$ cat config.mk
export PLATFORM = sky130hd
export DESIGN_NAME = fdiv_share_ctrl_flat
export DESIGN_NICKNAME = d
export VERILOG_FILES = /design/src/rtl/fdiv_share_pkg.sv /design/src/rtl/fdiv_share_ctrl_if.sv /design/src/rtl/fdiv_share_ctrl_rr_arb2.sv /design/src/rtl/fdiv_share_ctrl.sv /design/src/flat_wrapper.sv
export SDC_FILE = /design/constraint.sdc
export NUM_CORES = 1
export LEC_CHECK = 0
export BUFFER_PORTS_ARGS = -buffer_cell sky130_fd_sc_hd__buf_2
export CAP_MARGIN = 15
export CORE_AREA = 2 2 125 127
export CTS_CLUSTER_DIAMETER = 30
export DETAILED_ROUTE_END_ITERATION = 8
export DIE_AREA = 0 0 127 129
export HOLD_SLACK_MARGIN = 0.06
export PLACE_DENSITY_LB_ADDON = 0.1
export SLEW_MARGIN = 20
export SYNTH_ARGS = -nofsm -noshare
export SYNTH_HDL_FRONTEND = slang
export SYNTH_SLANG_ARGS = --single-unit
$ cat constraint.sdc
create_clock -name clock -period 3.8 [get_ports clock]
set_input_delay 0.57 -clock clock [delete_from_list [all_inputs] [get_ports clock]]
set_output_delay 0.57 -clock clock [all_outputs]
set_load 0.05 [all_outputs]
$ cat src/rtl/fdiv_share_pkg.sv
// Shared types and constants for the fraction-divider sharing controller.
package fdiv_share_pkg;

  localparam int DIV_W       = 32;
  localparam int TAG_W_DEF   = 4;
  localparam int TIMEOUT_DEF = 15;

  typedef enum logic [1:0] {
    ST_IDLE  = 2'd0,
    ST_START = 2'd1,
    ST_WAIT  = 2'd2,
    ST_RESP  = 2'd3
  } state_e;

  function automatic int wd_width(input int timeout);
    return $clog2(timeout + 1);
  endfunction

  localparam int WD_W_DEF = wd_width(TIMEOUT_DEF);

endpackage

$ cat src/rtl/fdiv_share_ctrl_if.sv
// Request, response and divider-side signals of the divider sharing controller.
interface fdiv_share_ctrl_if
  import fdiv_share_pkg::*;
#(
  parameter int TAG_W = TAG_W_DEF
);

  logic             req0_valid;
  logic             req0_ready;
  logic [DIV_W-1:0] req0_a;
  logic [DIV_W-1:0] req0_b;
  logic [TAG_W-1:0] req0_tag;
  logic             req1_valid;
  logic             req1_ready;
  logic [DIV_W-1:0] req1_a;
  logic [DIV_W-1:0] req1_b;
  logic [TAG_W-1:0] req1_tag;

  logic             rsp0_valid;
  logic             rsp0_ready;
  logic [DIV_W-1:0] rsp0_q;
  logic [TAG_W-1:0] rsp0_tag;
  logic             rsp0_err;
  logic             rsp1_valid;
  logic             rsp1_ready;
  logic [DIV_W-1:0] rsp1_q;
  logic [TAG_W-1:0] rsp1_tag;
  logic             rsp1_err;

  logic             div_start;
  logic [DIV_W-1:0] div_a;
  logic [DIV_W-1:0] div_b;
  logic             div_busy;
  logic             div_ready;
  logic [DIV_W-1:0] div_q;

  modport slave (
    input  req0_valid, req0_a, req0_b, req0_tag,
    input  req1_valid, req1_a, req1_b, req1_tag,
    output req0_ready, req1_ready,
    output rsp0_valid, rsp0_q, rsp0_tag, rsp0_err,
    output rsp1_valid, rsp1_q, rsp1_tag, rsp1_err,
    input  rsp0_ready, rsp1_ready,
    output div_start, div_a, div_b,
    input  div_busy, div_ready, div_q
  );

  modport master (
    output req0_valid, req0_a, req0_b, req0_tag,
    output req1_valid, req1_a, req1_b, req1_tag,
    input  req0_ready, req1_ready,
    input  rsp0_valid, rsp0_q, rsp0_tag, rsp0_err,
    input  rsp1_valid, rsp1_q, rsp1_tag, rsp1_err,
    output rsp0_ready, rsp1_ready,
    input  div_start, div_a, div_b,
    output div_busy, div_ready, div_q
  );

endinterface

$ cat src/rtl/fdiv_share_ctrl_rr_arb2.sv
// Two-way round-robin grant: with both requesting, the one not granted last wins.
module rr_arb2 (
  input  logic [1:0] valid,
  input  logic       last_grant,
  output logic [1:0] grant
);

  // one-hot grant from the request pair and the previous winner
  always_comb begin
    grant = 2'b00;
    case (valid)
      2'b01:   grant = 2'b01;
      2'b10:   grant = 2'b10;
      2'b11:   grant = last_grant ? 2'b01 : 2'b10;
      default: grant = 2'b00;
    endcase
  end

endmodule

$ cat src/rtl/fdiv_share_ctrl.sv
// Shares one iterative fraction divider between two requesters, one operation
// in flight, with divisor-normalization check and a ready watchdog.
module fdiv_share_ctrl
  import fdiv_share_pkg::*;
#(
  parameter int TAG_W   = TAG_W_DEF,
  parameter int TIMEOUT = TIMEOUT_DEF
) (
  input logic              clock,
  input logic              reset,
  fdiv_share_ctrl_if.slave bus
);

  localparam int WD_W = wd_width(TIMEOUT);

  state_e           state_r, state_s;
  logic [DIV_W-1:0] a_r, b_r, q_r;
  logic [TAG_W-1:0] tag_r;
  logic             err_r, owner_r, last_grant_r;
  logic [WD_W-1:0]  wd_r;
  logic [1:0]       grant_s, acc_s;
  logic [DIV_W-1:0] sel_a_s, sel_b_s;
  logic [TAG_W-1:0] sel_tag_s;
  logic             rsp_hs_s, wd_expired_s;

  rr_arb2 u_arb (
    .valid      ({bus.req1_valid, bus.req0_valid}),
    .last_grant (last_grant_r),
    .grant      (grant_s)
  );

  // a busy divider here is a stale op left behind by a timeout, so hold off grants
  always_comb begin
    acc_s = 2'b00;
    if (state_r == ST_IDLE && !bus.div_busy && !reset) begin
      acc_s = grant_s;
    end else begin
      acc_s = 2'b00;
    end
  end

  assign sel_a_s      = acc_s[1] ? bus.req1_a   : bus.req0_a;
  assign sel_b_s      = acc_s[1] ? bus.req1_b   : bus.req0_b;
  assign sel_tag_s    = acc_s[1] ? bus.req1_tag : bus.req0_tag;
  assign rsp_hs_s     = owner_r ? bus.rsp1_ready : bus.rsp0_ready;
  assign wd_expired_s = (wd_r == WD_W'(TIMEOUT));

  assign bus.req0_ready = acc_s[0];
  assign bus.req1_ready = acc_s[1];
  assign bus.div_start  = (state_r == ST_START);
  assign bus.div_a      = a_r;
  assign bus.div_b      = b_r;
  assign bus.rsp0_valid = (state_r == ST_RESP) && !owner_r;
  assign bus.rsp1_valid = (state_r == ST_RESP) && owner_r;
  assign bus.rsp0_q     = q_r;
  assign bus.rsp1_q     = q_r;
  assign bus.rsp0_tag   = tag_r;
  assign bus.rsp1_tag   = tag_r;
  assign bus.rsp0_err   = err_r;
  assign bus.rsp1_err   = err_r;

  // state register
  always_ff @(posedge clock or posedge reset) begin
    if (reset) state_r <= ST_IDLE;
    else       state_r <= state_s;
  end

  // next-state: unnormalized divisors skip the divider; ready beats the watchdog
  always_comb begin
    state_s = state_r;
    case (state_r)
      ST_IDLE: begin
        if (acc_s != 2'b00) state_s = sel_b_s[DIV_W-1] ? ST_START : ST_RESP;
        else                state_s = ST_IDLE;
      end
      ST_START: state_s = ST_WAIT;
      ST_WAIT: begin
        if (bus.div_ready || wd_expired_s) state_s = ST_RESP;
        else                               state_s = ST_WAIT;
      end
      ST_RESP: begin
        if (rsp_hs_s) state_s = ST_IDLE;
        else          state_s = ST_RESP;
      end
      default: state_s = ST_IDLE;
    endcase
  end

  // operand, result, owner and watchdog registers
  always_ff @(posedge clock or posedge reset) begin
    if (reset) begin
      a_r          <= {DIV_W{1'b0}};
      b_r          <= {DIV_W{1'b0}};
      q_r          <= {DIV_W{1'b0}};
      tag_r        <= {TAG_W{1'b0}};
      err_r        <= 1'b0;
      owner_r      <= 1'b0;
      last_grant_r <= 1'b1;
      wd_r         <= {WD_W{1'b0}};
    end else begin
      case (state_r)
        ST_IDLE: begin
          if (acc_s != 2'b00) begin
            a_r     <= sel_a_s;
            b_r     <= sel_b_s;
            tag_r   <= sel_tag_s;
            owner_r <= acc_s[1];
            q_r     <= {DIV_W{1'b0}};
            err_r   <= ~sel_b_s[DIV_W-1];
          end
        end
        ST_START: wd_r <= {WD_W{1'b0}};
        ST_WAIT: begin
          if (bus.div_ready) begin
            q_r   <= bus.div_q;
            err_r <= 1'b0;
          end else if (wd_expired_s) begin
            q_r   <= {DIV_W{1'b0}};
            err_r <= 1'b1;
          end else begin
            wd_r <= wd_r + WD_W'(1);
          end
        end
        ST_RESP: begin
          if (rsp_hs_s) last_grant_r <= owner_r;
        end
        default: wd_r <= {WD_W{1'b0}};
      endcase
    end
  end

endmodule

$ cat src/flat_wrapper.sv
// flat-port wrapper written by rule: the top's interface ports become plain ports
module fdiv_share_ctrl_flat import fdiv_share_pkg::*;
#(
  parameter int TAG_W   = TAG_W_DEF,
  parameter int TIMEOUT = TIMEOUT_DEF
)
  (clock, reset, bus_req0_valid, bus_req0_a, bus_req0_b, bus_req0_tag, bus_req1_valid, bus_req1_a, bus_req1_b, bus_req1_tag, bus_req0_ready, bus_req1_ready, bus_rsp0_valid, bus_rsp0_q, bus_rsp0_tag, bus_rsp0_err, bus_rsp1_valid, bus_rsp1_q, bus_rsp1_tag, bus_rsp1_err, bus_rsp0_ready, bus_rsp1_ready, bus_div_start, bus_div_a, bus_div_b, bus_div_busy, bus_div_ready, bus_div_q);
  fdiv_share_ctrl_if #(.TAG_W(TAG_W)) bus_i ();
  input logic clock;
  input logic reset;
  input wire logic [$bits(bus_i.req0_valid)-1:0] bus_req0_valid;
  input wire logic [$bits(bus_i.req0_a)-1:0] bus_req0_a;
  input wire logic [$bits(bus_i.req0_b)-1:0] bus_req0_b;
  input wire logic [$bits(bus_i.req0_tag)-1:0] bus_req0_tag;
  input wire logic [$bits(bus_i.req1_valid)-1:0] bus_req1_valid;
  input wire logic [$bits(bus_i.req1_a)-1:0] bus_req1_a;
  input wire logic [$bits(bus_i.req1_b)-1:0] bus_req1_b;
  input wire logic [$bits(bus_i.req1_tag)-1:0] bus_req1_tag;
  output wire logic [$bits(bus_i.req0_ready)-1:0] bus_req0_ready;
  output wire logic [$bits(bus_i.req1_ready)-1:0] bus_req1_ready;
  output wire logic [$bits(bus_i.rsp0_valid)-1:0] bus_rsp0_valid;
  output wire logic [$bits(bus_i.rsp0_q)-1:0] bus_rsp0_q;
  output wire logic [$bits(bus_i.rsp0_tag)-1:0] bus_rsp0_tag;
  output wire logic [$bits(bus_i.rsp0_err)-1:0] bus_rsp0_err;
  output wire logic [$bits(bus_i.rsp1_valid)-1:0] bus_rsp1_valid;
  output wire logic [$bits(bus_i.rsp1_q)-1:0] bus_rsp1_q;
  output wire logic [$bits(bus_i.rsp1_tag)-1:0] bus_rsp1_tag;
  output wire logic [$bits(bus_i.rsp1_err)-1:0] bus_rsp1_err;
  input wire logic [$bits(bus_i.rsp0_ready)-1:0] bus_rsp0_ready;
  input wire logic [$bits(bus_i.rsp1_ready)-1:0] bus_rsp1_ready;
  output wire logic [$bits(bus_i.div_start)-1:0] bus_div_start;
  output wire logic [$bits(bus_i.div_a)-1:0] bus_div_a;
  output wire logic [$bits(bus_i.div_b)-1:0] bus_div_b;
  input wire logic [$bits(bus_i.div_busy)-1:0] bus_div_busy;
  input wire logic [$bits(bus_i.div_ready)-1:0] bus_div_ready;
  input wire logic [$bits(bus_i.div_q)-1:0] bus_div_q;
  assign bus_i.req0_valid = bus_req0_valid;
  assign bus_i.req0_a = bus_req0_a;
  assign bus_i.req0_b = bus_req0_b;
  assign bus_i.req0_tag = bus_req0_tag;
  assign bus_i.req1_valid = bus_req1_valid;
  assign bus_i.req1_a = bus_req1_a;
  assign bus_i.req1_b = bus_req1_b;
  assign bus_i.req1_tag = bus_req1_tag;
  assign bus_req0_ready = bus_i.req0_ready;
  assign bus_req1_ready = bus_i.req1_ready;
  assign bus_rsp0_valid = bus_i.rsp0_valid;
  assign bus_rsp0_q = bus_i.rsp0_q;
  assign bus_rsp0_tag = bus_i.rsp0_tag;
  assign bus_rsp0_err = bus_i.rsp0_err;
  assign bus_rsp1_valid = bus_i.rsp1_valid;
  assign bus_rsp1_q = bus_i.rsp1_q;
  assign bus_rsp1_tag = bus_i.rsp1_tag;
  assign bus_rsp1_err = bus_i.rsp1_err;
  assign bus_i.rsp0_ready = bus_rsp0_ready;
  assign bus_i.rsp1_ready = bus_rsp1_ready;
  assign bus_div_start = bus_i.div_start;
  assign bus_div_a = bus_i.div_a;
  assign bus_div_b = bus_i.div_b;
  assign bus_i.div_busy = bus_div_busy;
  assign bus_i.div_ready = bus_div_ready;
  assign bus_i.div_q = bus_div_q;
  fdiv_share_ctrl #(.TAG_W(TAG_W), .TIMEOUT(TIMEOUT)) u_core (.clock(clock), .reset(reset), .bus(bus_i));
endmodule
==> metrics.md, run 1 <==
| Metric | Value |
|---|---|
| Die extent in y | 129 µm |
| Slew @ Worst Pin | 714 ps |
| Most frequent cells in the layout | buf_2 (318), dfrtp_1 (108), nor2_1 (73) |
| CTS clock-pin slew for the worst setup and hold paths | 70 ps |
| Num rows | 45 |
| DR vias | 4457 |
| Pre-CTS setup slack | 1420 ps |
| Detailed-route wire length per cell | 15.3 µm |
| Seq cells post-synth | 109 |
| Setup violators final | 0 |
| Final Max Tran Viols | 0 |
| CTS root buf | clkbuf_16 |
| EDFF count, synth | 0 |
| Required time of the critical path | 3230 ps |
| Reg2reg end | u_core.bus.rsp0_tag[1] |
| Inserted Clock Buffers | 9 |
| Setup CP Type | reg2out |
| Crit-path slowest cell | dfrtp_1 |
| Commonest non-fill, non-tap cell in the layout | buf_2 |
| Hpwl dp | 10600 µm |
| Worst skew pair latency | 350 ps |
| LEAKAGE | 3.68 nW |
| Initial Utilization | 0.336 |
| Sum of buffers and inverters on the critical path | 1 |
| CP Launch Type | register |
| Synth top area share | 0.537 |
| Status | finished, final reports clean |
| Core region area | 15000 µm² |
| Reg2reg setup slack | 1540 ps |
| Vias per std cell | 4.80 |
| Fmax | 417 MHz |
| Share of layout cells above drive strength 1 | 0.466 |
| Final Net Count | 913 |
| Skew final | 7.90 ps |
| Relative max-transition margin | 0.524 |
| Clk buf depth | 2 |
| Tot GR Track Use | 0.167 |
| Area contributors post-synth | dfrtp_1 (54%), mux2i_1 (14%), a21oi_1 (7.0%) |
| Overflow after GRT | 0 |
| Fin crit share | 0.631 |
| Post-DRT Antenna Nets | 0 |
| Slowest stage delay, CP | 510 ps |
| Post-cts repair resize count | 0 |
| Max_cap viols | 0 |
| Average cell area after synthesis | 10.7 µm² |
| Final Power | 7.32 mW |
| Final Hold Vio Count | 0 |
| # diodes | 0 |
| # hold bufs at CTS | 0 |
| Residual DRC | 0 |
| TritonCTS clock tree | done |
| HP Class | in2async |
| Final Util | 0.455 |
| H-tree depth | 3 |
| Synth-to-Final Area Change | 35.4% |
| Clock sink count | 109 |
| CP Max Fanout | 13 |
| Boundary Pins | 319 |
| Wirelength, routed | 14200 µm |
| CP arrival | 1830 ps |
| Post-synth cell types | 30 |
| Drt pass-1 iters | 6 |
| DRT iter0 DRCs | 135 |
| Die width | 127 µm |
| Final Worst Setup Slack | 1400 ps |
| Mapped Area | 5030 µm² |
| Register area share after synthesis | 0.542 |
| Gate Count Post-Synth | 470 |
| CP delay by family, top | simple AND/OR/NAND/NOR gates |
| Sum of negative setup slack | 0 ps |
| Yosys top cell by area | dfrtp_1 |
| Worst r2r src | u_core.state_r[0] |
| Post CTS Setup Buffer Count | 0 |
| Worst IR Drop VDD | 0.000427 V |
| Crit. End Element | output port |
| Worst path cell trace | nor4_1, and2_1, buf_2 |
| Yosys warns | 0 |
| Unrepaired setup endpoints after global routing | no |
| Top_reg_cell synth | dfrtp_1 |
| Pin count of the biggest net entering global routing | 78 |
| Port Buf Inserts | 318 |
| Minimum clock period | 2400 ps |
| Cells on worst reg2reg path | 5 |
| FFs w/ async S/R, synth | 1.00 |
| Pwr Density | 1070 nW/µm² |
| Global placement routability congestion | 0.784 |
| Die footprint | 16400 µm² |
| Initial antenna violation count | 0 |
| Post-Syn Nets | 647 |
| Global-route wire length before repair | 21400 µm |
| Number of global-route vias before repair | 4186 |
layout make-up:
cell class / instances / area [µm²]
Fill cell: 1439 / 8160
Inverter: 5 / 21.3
Clock inverter: 7 / 80.1
Multi-Input combinational cell: 288 / 1870
Clock buffer: 9 / 225
Sequential cell: 109 / 2730
Tap cell: 188 / 235
Timing Repair Buffer: 323 / 1650
Yosys cell counts (5+ instances only):
cell type  count
nor2_1        74
a21oi_1       70
nand3_1        6
clkbuf_1      11
inv_1          5
nand2_1        9
mux2i_1       69
a22o_1        32
buf_4         42
dfrtp_1      108
buf_2         15
cell families (layout without fill, tap and decap cells):
group	count (synthesis)	in the layout	synth area share
AOI/OAI and AO/OA	112	112	0.139
adders and majority gates	1	1	0.00248
buffers and inverters	73	344	0.0895
DFF	109	109	0.542
muxes	69	69	0.137
and+or+nand+nor	106	106	0.0895
flip-flops by register name (all words and copies together), names as in the netlist:
register,count
u_core.bus.div_a,32
u_core.wd_r,4
u_core.state_r,2
u_core.owner_r,1
u_core.bus.div_b,32
u_core.bus.rsp0_q,32
u_core.bus.rsp0_tag,4
u_core.bus.rsp0_err,1
u_core.last_grant_r,1
worst register-to-register path, stage by stage (launching register included):
cell and delay, ps:
dfrtp_1 510, or4_1 660, nor2_4 160, buf_4 570
nor2_1 160, a21oi_1 150
through the flow:
stage               instances  hold WS (ps)  area [µm²]
floorplan                 470           461        5030
global placement          913           474        6510
detailed placement        913           479        6510
CTS                       929           370        6820
global route              929           395        6820
finish                    929           356        6820
power by group:
group          internal (mW)  switching (mW)
logic                  0.975            3.32
clock network          0.522           0.452
registers               1.70           0.347
total                   3.20            4.12
how the worst max path moves through the flow:
| stage | start | end | slack [ps] | cells past startpoint |
|---|---|---|---|---|
| 3_5_place_dp | bus_div_busy | u_core.bus.rsp0_tag[1] | 1420 | 6 |
| 5_1_grt | u_core.state_r[0] | bus_req0_ready | 1260 | 3 |
| 2_1_floorplan | reset | u_core.bus.div_a[0] | 360 | 1 |
| 6_report | u_core.state_r[0] | bus_req1_ready | 1400 | 3 |
| 4_1_cts | u_core.state_r[0] | bus_req1_ready | 1390 | 3 |
| 3_3_place_gp | bus_req0_valid | u_core.bus.rsp0_q[7] | 1170 | 5 |
per-layer routing:
metal | vias to the layer above | track usage | wire (µm)
met3 | 16 | 0.0536 | 1210
met1 | 2065 | 0.187 | 5370
met4 | 0 | 0.0524 | 258
met2 | 230 | 0.303 | 7370
met5 | - | 0 | 0
li1 | 2146 | - | -
Note: power is estimated with default switching activity, not from simulation.
==> run 2, diff against run 1 <==
--- a/config.mk
+++ b/config.mk
@@ -5,12 +5,14 @@
 export SDC_FILE = /design/constraint.sdc
 export NUM_CORES = 1
 export LEC_CHECK = 0
+export ABC_AREA = 1
 export BUFFER_PORTS_ARGS = -buffer_cell sky130_fd_sc_hd__buf_2
 export CAP_MARGIN = 15
-export CORE_AREA = 2 2 125 127
+export CORE_ASPECT_RATIO = 0.6
+export CORE_MARGIN = 1.5
+export CORE_UTILIZATION = 44
 export CTS_CLUSTER_DIAMETER = 30
 export DETAILED_ROUTE_END_ITERATION = 8
-export DIE_AREA = 0 0 127 129
 export HOLD_SLACK_MARGIN = 0.06
 export PLACE_DENSITY_LB_ADDON = 0.1
 export SLEW_MARGIN = 20
==> constraint.sdc (replaced) <==
create_clock -name clock -period 2.3 [get_ports clock]
set_input_delay 0.345 -clock clock [delete_from_list [all_inputs] [get_ports clock]]
set_output_delay 0.345 -clock clock [all_outputs]
set_load 0.05 [all_outputs]
==> run 2 against run 1 <==
- clock skew increased by 3.1 ps
- synthesized area increased by 6.7%
- combinational power increased by 67%
- wire length increased by 4.3%
- first-iteration DRC count increased by 39%
- global-route usage increased by 5.7 points
- critical path type unchanged
==> metrics.md, run 2 <==
| Metric | Value |
|---|---|
| Status | finished, final reports clean |
| Unrepaired setup endpoints after global routing | no |
| Core region area | 12000 µm² (-20%) |
| HP Class | in2reg |
| Worst r2r src | u_core.state_r[0] |
| CTS root buf | clkbuf_16 |
| Tot GR Track Use | 0.224 (+0.0567) |
| Clk buf depth | 2 (unchanged) |
| Residual DRC | 0 (unchanged) |
| TritonCTS clock tree | done |
| Overflow after GRT | 0 (unchanged) |
| Vias per std cell | 4.76 (-0.74%) |
| Final Hold Vio Count | 0 (unchanged) |
| Initial antenna violation count | 0 (unchanged) |
| Top post-synthesis cells by count | nand2_1 (246), dfrtp_1 (108), nor2_1 (74) |
| Setup violators final | 0 (unchanged) |
| Pwr Density | 1720 nW/µm² (+60%) |
| Slew @ Worst Pin | 720 ps (+5.41 ps) |
| EDFF count, synth | 0 (unchanged) |
| Minimum clock period | 2130 ps |
| CP Launch Type | register |
| Hold path cells | 3 |
| Mapped Area | 5370 µm² (+6.7%) |
| Sum of negative setup slack | 0 ps (unchanged) |
| Num rows | 31 (-31%) |
| Die width | 146 µm (+15%) |
| Top_reg_cell synth | dfrtp_1 |
| Drt pass-1 iters | 5 (-1) |
| Average cell area after synthesis | 8.75 µm² (-18%) |
| LEAKAGE | 3.78 nW (+2.8%) |
| Final Util | 0.585 (+0.130) |
| Post-placement cell area | 6720 µm² (+3.2%) |
| Clock sink count | 109 (unchanged) |
| Hpwl dp | 11200 µm (+5.2%) |
| Most frequent cells in the layout | buf_2 (318), nand2_1 (246), dfrtp_1 (108) |
| DR vias | 5010 (+12%) |
| CTS clock-pin slew for the worst setup and hold paths | 70 ps (about the same) |
| Final Net Count | 1059 (+16%) |
| DRT iter0 DRCs | 187 (+39%) |
| Die footprint | 12900 µm² (-21%) |
| Critical Path Start | u_core.state_r[0] |
| Adder-cell share of the synthesized area | 0.00233 (-0.000157) |
| Required time of the critical path | 1960 ps (-1270 ps) |
| Gate Count Post-Synth | 614 (+31%) |
| Final Max Tran Viols | 0 (unchanged) |
| Fmax | 470 MHz |
| Reg2reg end | u_core.bus.div_a[22] |
| Relative max-transition margin | 0.520 (-0.00360) |
| Most frequent cell after synthesis | nand2_1 |
| Boundary Pins | 319 (unchanged) |
| Port Buf Inserts | 318 (unchanged) |
| Crit. End Element | output port |
| Final hold slack | 209 ps (-147 ps) |
| Worst skew pair latency | 330 ps (-20 ps) |
| Yosys warns | 0 (unchanged) |
| Commonest non-fill, non-tap cell in the layout | buf_2 |
| Wirelength, routed | 14800 µm (+4.3%) |
| CP arrival | 1780 ps (-50 ps) |
| Cells on worst reg2reg path | 7 (+2) |
| Skew final | 11.0 ps (+3.08 ps) |
| Placed Cells | 1036 (+13%) |
| Synth-to-Final Area Change | 30.5% |
| Post-DRT Antenna Nets | 0 (unchanged) |
| FFs w/ async S/R, synth | 1.00 (unchanged) |
| Worst IR Drop VDD | 0.00104 V (+140%) |
| Post-synthesis xor/xnor area fraction | 0.00163 (+0.00163) |
| Inserted Clock Buffers | 9 (unchanged) |
| Final std cell area, no fill | 7010 µm² (+2.8%) |
| Register area share after synthesis | 0.508 (-0.0342) |
| Global placement routability congestion | 0.870 (+11%) |
| Post-Syn Nets | 791 (+22%) |
| Die extent in y | 88.6 µm (-31%) |
| Fin crit share | 0.924 |
| Synth top area share | 0.503 (-0.0339) |
| Initial Utilization | 0.448 (+0.112) |
| Pin count of the biggest net entering global routing | 69 (-12%) |
| Mux cell area share after synthesis | 0 (-0.137) |
| Compound-cell area share of the yosys netlist | 0.130 (-0.00950) |
| H-tree depth | 3 (unchanged) |
| Synth Area in Simple Gates | 0.244 (+0.154) |
| Reg2reg setup slack | 480 ps (-1060 ps) |
| Setup CP Type | reg2out |
| Yosys top cell by area | dfrtp_1 |
| Max_cap viols | 0 (unchanged) |
| Fin cells | 1052 (+13%) |
| Seq cells post-synth | 109 (unchanged) |
| Post-synth cell types | 32 (+6.7%) |
| Global-route wire length before repair | 22700 µm (+6.5%) |
| Share of layout cells above drive strength 1 | 0.436 (-0.0299) |
| Detailed-route wire length per cell | 14.1 µm (-7.9%) |
| CP Max Fanout | 20 (+7) |
| Combinational family with the most area after synthesis | simple AND/OR/NAND/NOR gates |
| Area contributors post-synth | dfrtp_1 (50%), nand2_1 (17%), a31oi_2 (6.8%) |
| Post CTS Setup Buffer Count | 0 (unchanged) |
| Critical Path End | bus_req1_ready |
| Number of global-route vias before repair | 4511 (+7.8%) |
run 2: cell types whose count changed after synthesis, moves of 6 or more:
cell | previous run | this run
inv_1 | 5 | 13
nand2_1 | 9 | 246
a31oi_2 | 0 | 29
a22o_1 | 32 | 0
a31oi_1 | 2 | 38
mux2i_1 | 69 | 0
a21oi_1 | 70 | 4
clkbuf_1 | 11 | 3
buf_4 | 42 | 48
run 2: metal layers:
layer	vias up	global-route usage	routed length [µm]
li1	2479	-	-
met1	2346	0.293	6380
met2	176	0.377	7260
met3	9	0.0624	1050
met4	0	0.0492	125
met5	-	0	0
run 2: cell families (layout without fill, tap and decap cells):
group | count (synthesis) | count (layout)
AO/OA/AOI/OAI | 82 | 82
flip-flops | 109 | 109
other | 0 | 1
AND/OR/NAND/NOR | 334 | 334
buffers and inverters | 87 | 359
adder cells (fa/ha/maj) | 1 | 1
XOR/XNOR | 1 | 1
run 2: timing repair:
item,4_1_cts,5_1_grt
gates resized for setup,0,1
hold buffers,0,0
hold endpoints to repair,0,0
endpoints found under the setup margin,0,10
run 2: power by group:
group / switching (mW) / internal, mW
registers: 0.560 / 2.83
logic: 5.62 / 1.58
clock network: 0.679 / 0.794
total: 6.86 / 5.19
run 2: through the flow:
step           power [mW]  worst slack [ps]
2_1_floorplan        9.32               117
3_3_place_gp         10.5               259
3_5_place_dp         10.7               178
4_1_cts              12.2               164
5_1_grt              12.7              59.2
6_report             12.1               174
run 2: worst max-delay path, stage by stage, from the launching register on:
cell     delay, ps
dfrtp_1        430
nor2_4         180
nand2_4        100
nor2_8         120
buf_4          300
buf_2          320
run 2: area by class of cell:
| cell class | count | area, µm² |
|---|---|---|
| fill | 1114 | 4970 |
| sequential | 109 | 2730 |
| multi-input combinational | 418 | 2030 |
| timing repair buffer | 329 | 1700 |
| clock buffer | 11 | 253 |
| tap | 165 | 206 |
| inverter | 15 | 62.6 |
| clock inverter | 4 | 32.5 |
| antenna | 1 | 2.50 |
run 2: worst min-delay path by stage:
stage,from,to,slack [ps]
after CTS,bus_div_q[30],u_core.bus.rsp0_q[30],200
final,bus_div_q[0],u_core.bus.rsp0_q[0],210
after floorplan,bus_rsp1_ready,u_core.last_grant_r,460
after global placement,u_core.bus.div_b[31],u_core.bus.div_b[31],470
after detailed placement,u_core.bus.rsp0_q[0],u_core.bus.rsp0_q[0],480
after global routing,bus_div_q[2],u_core.bus.rsp0_q[2],200
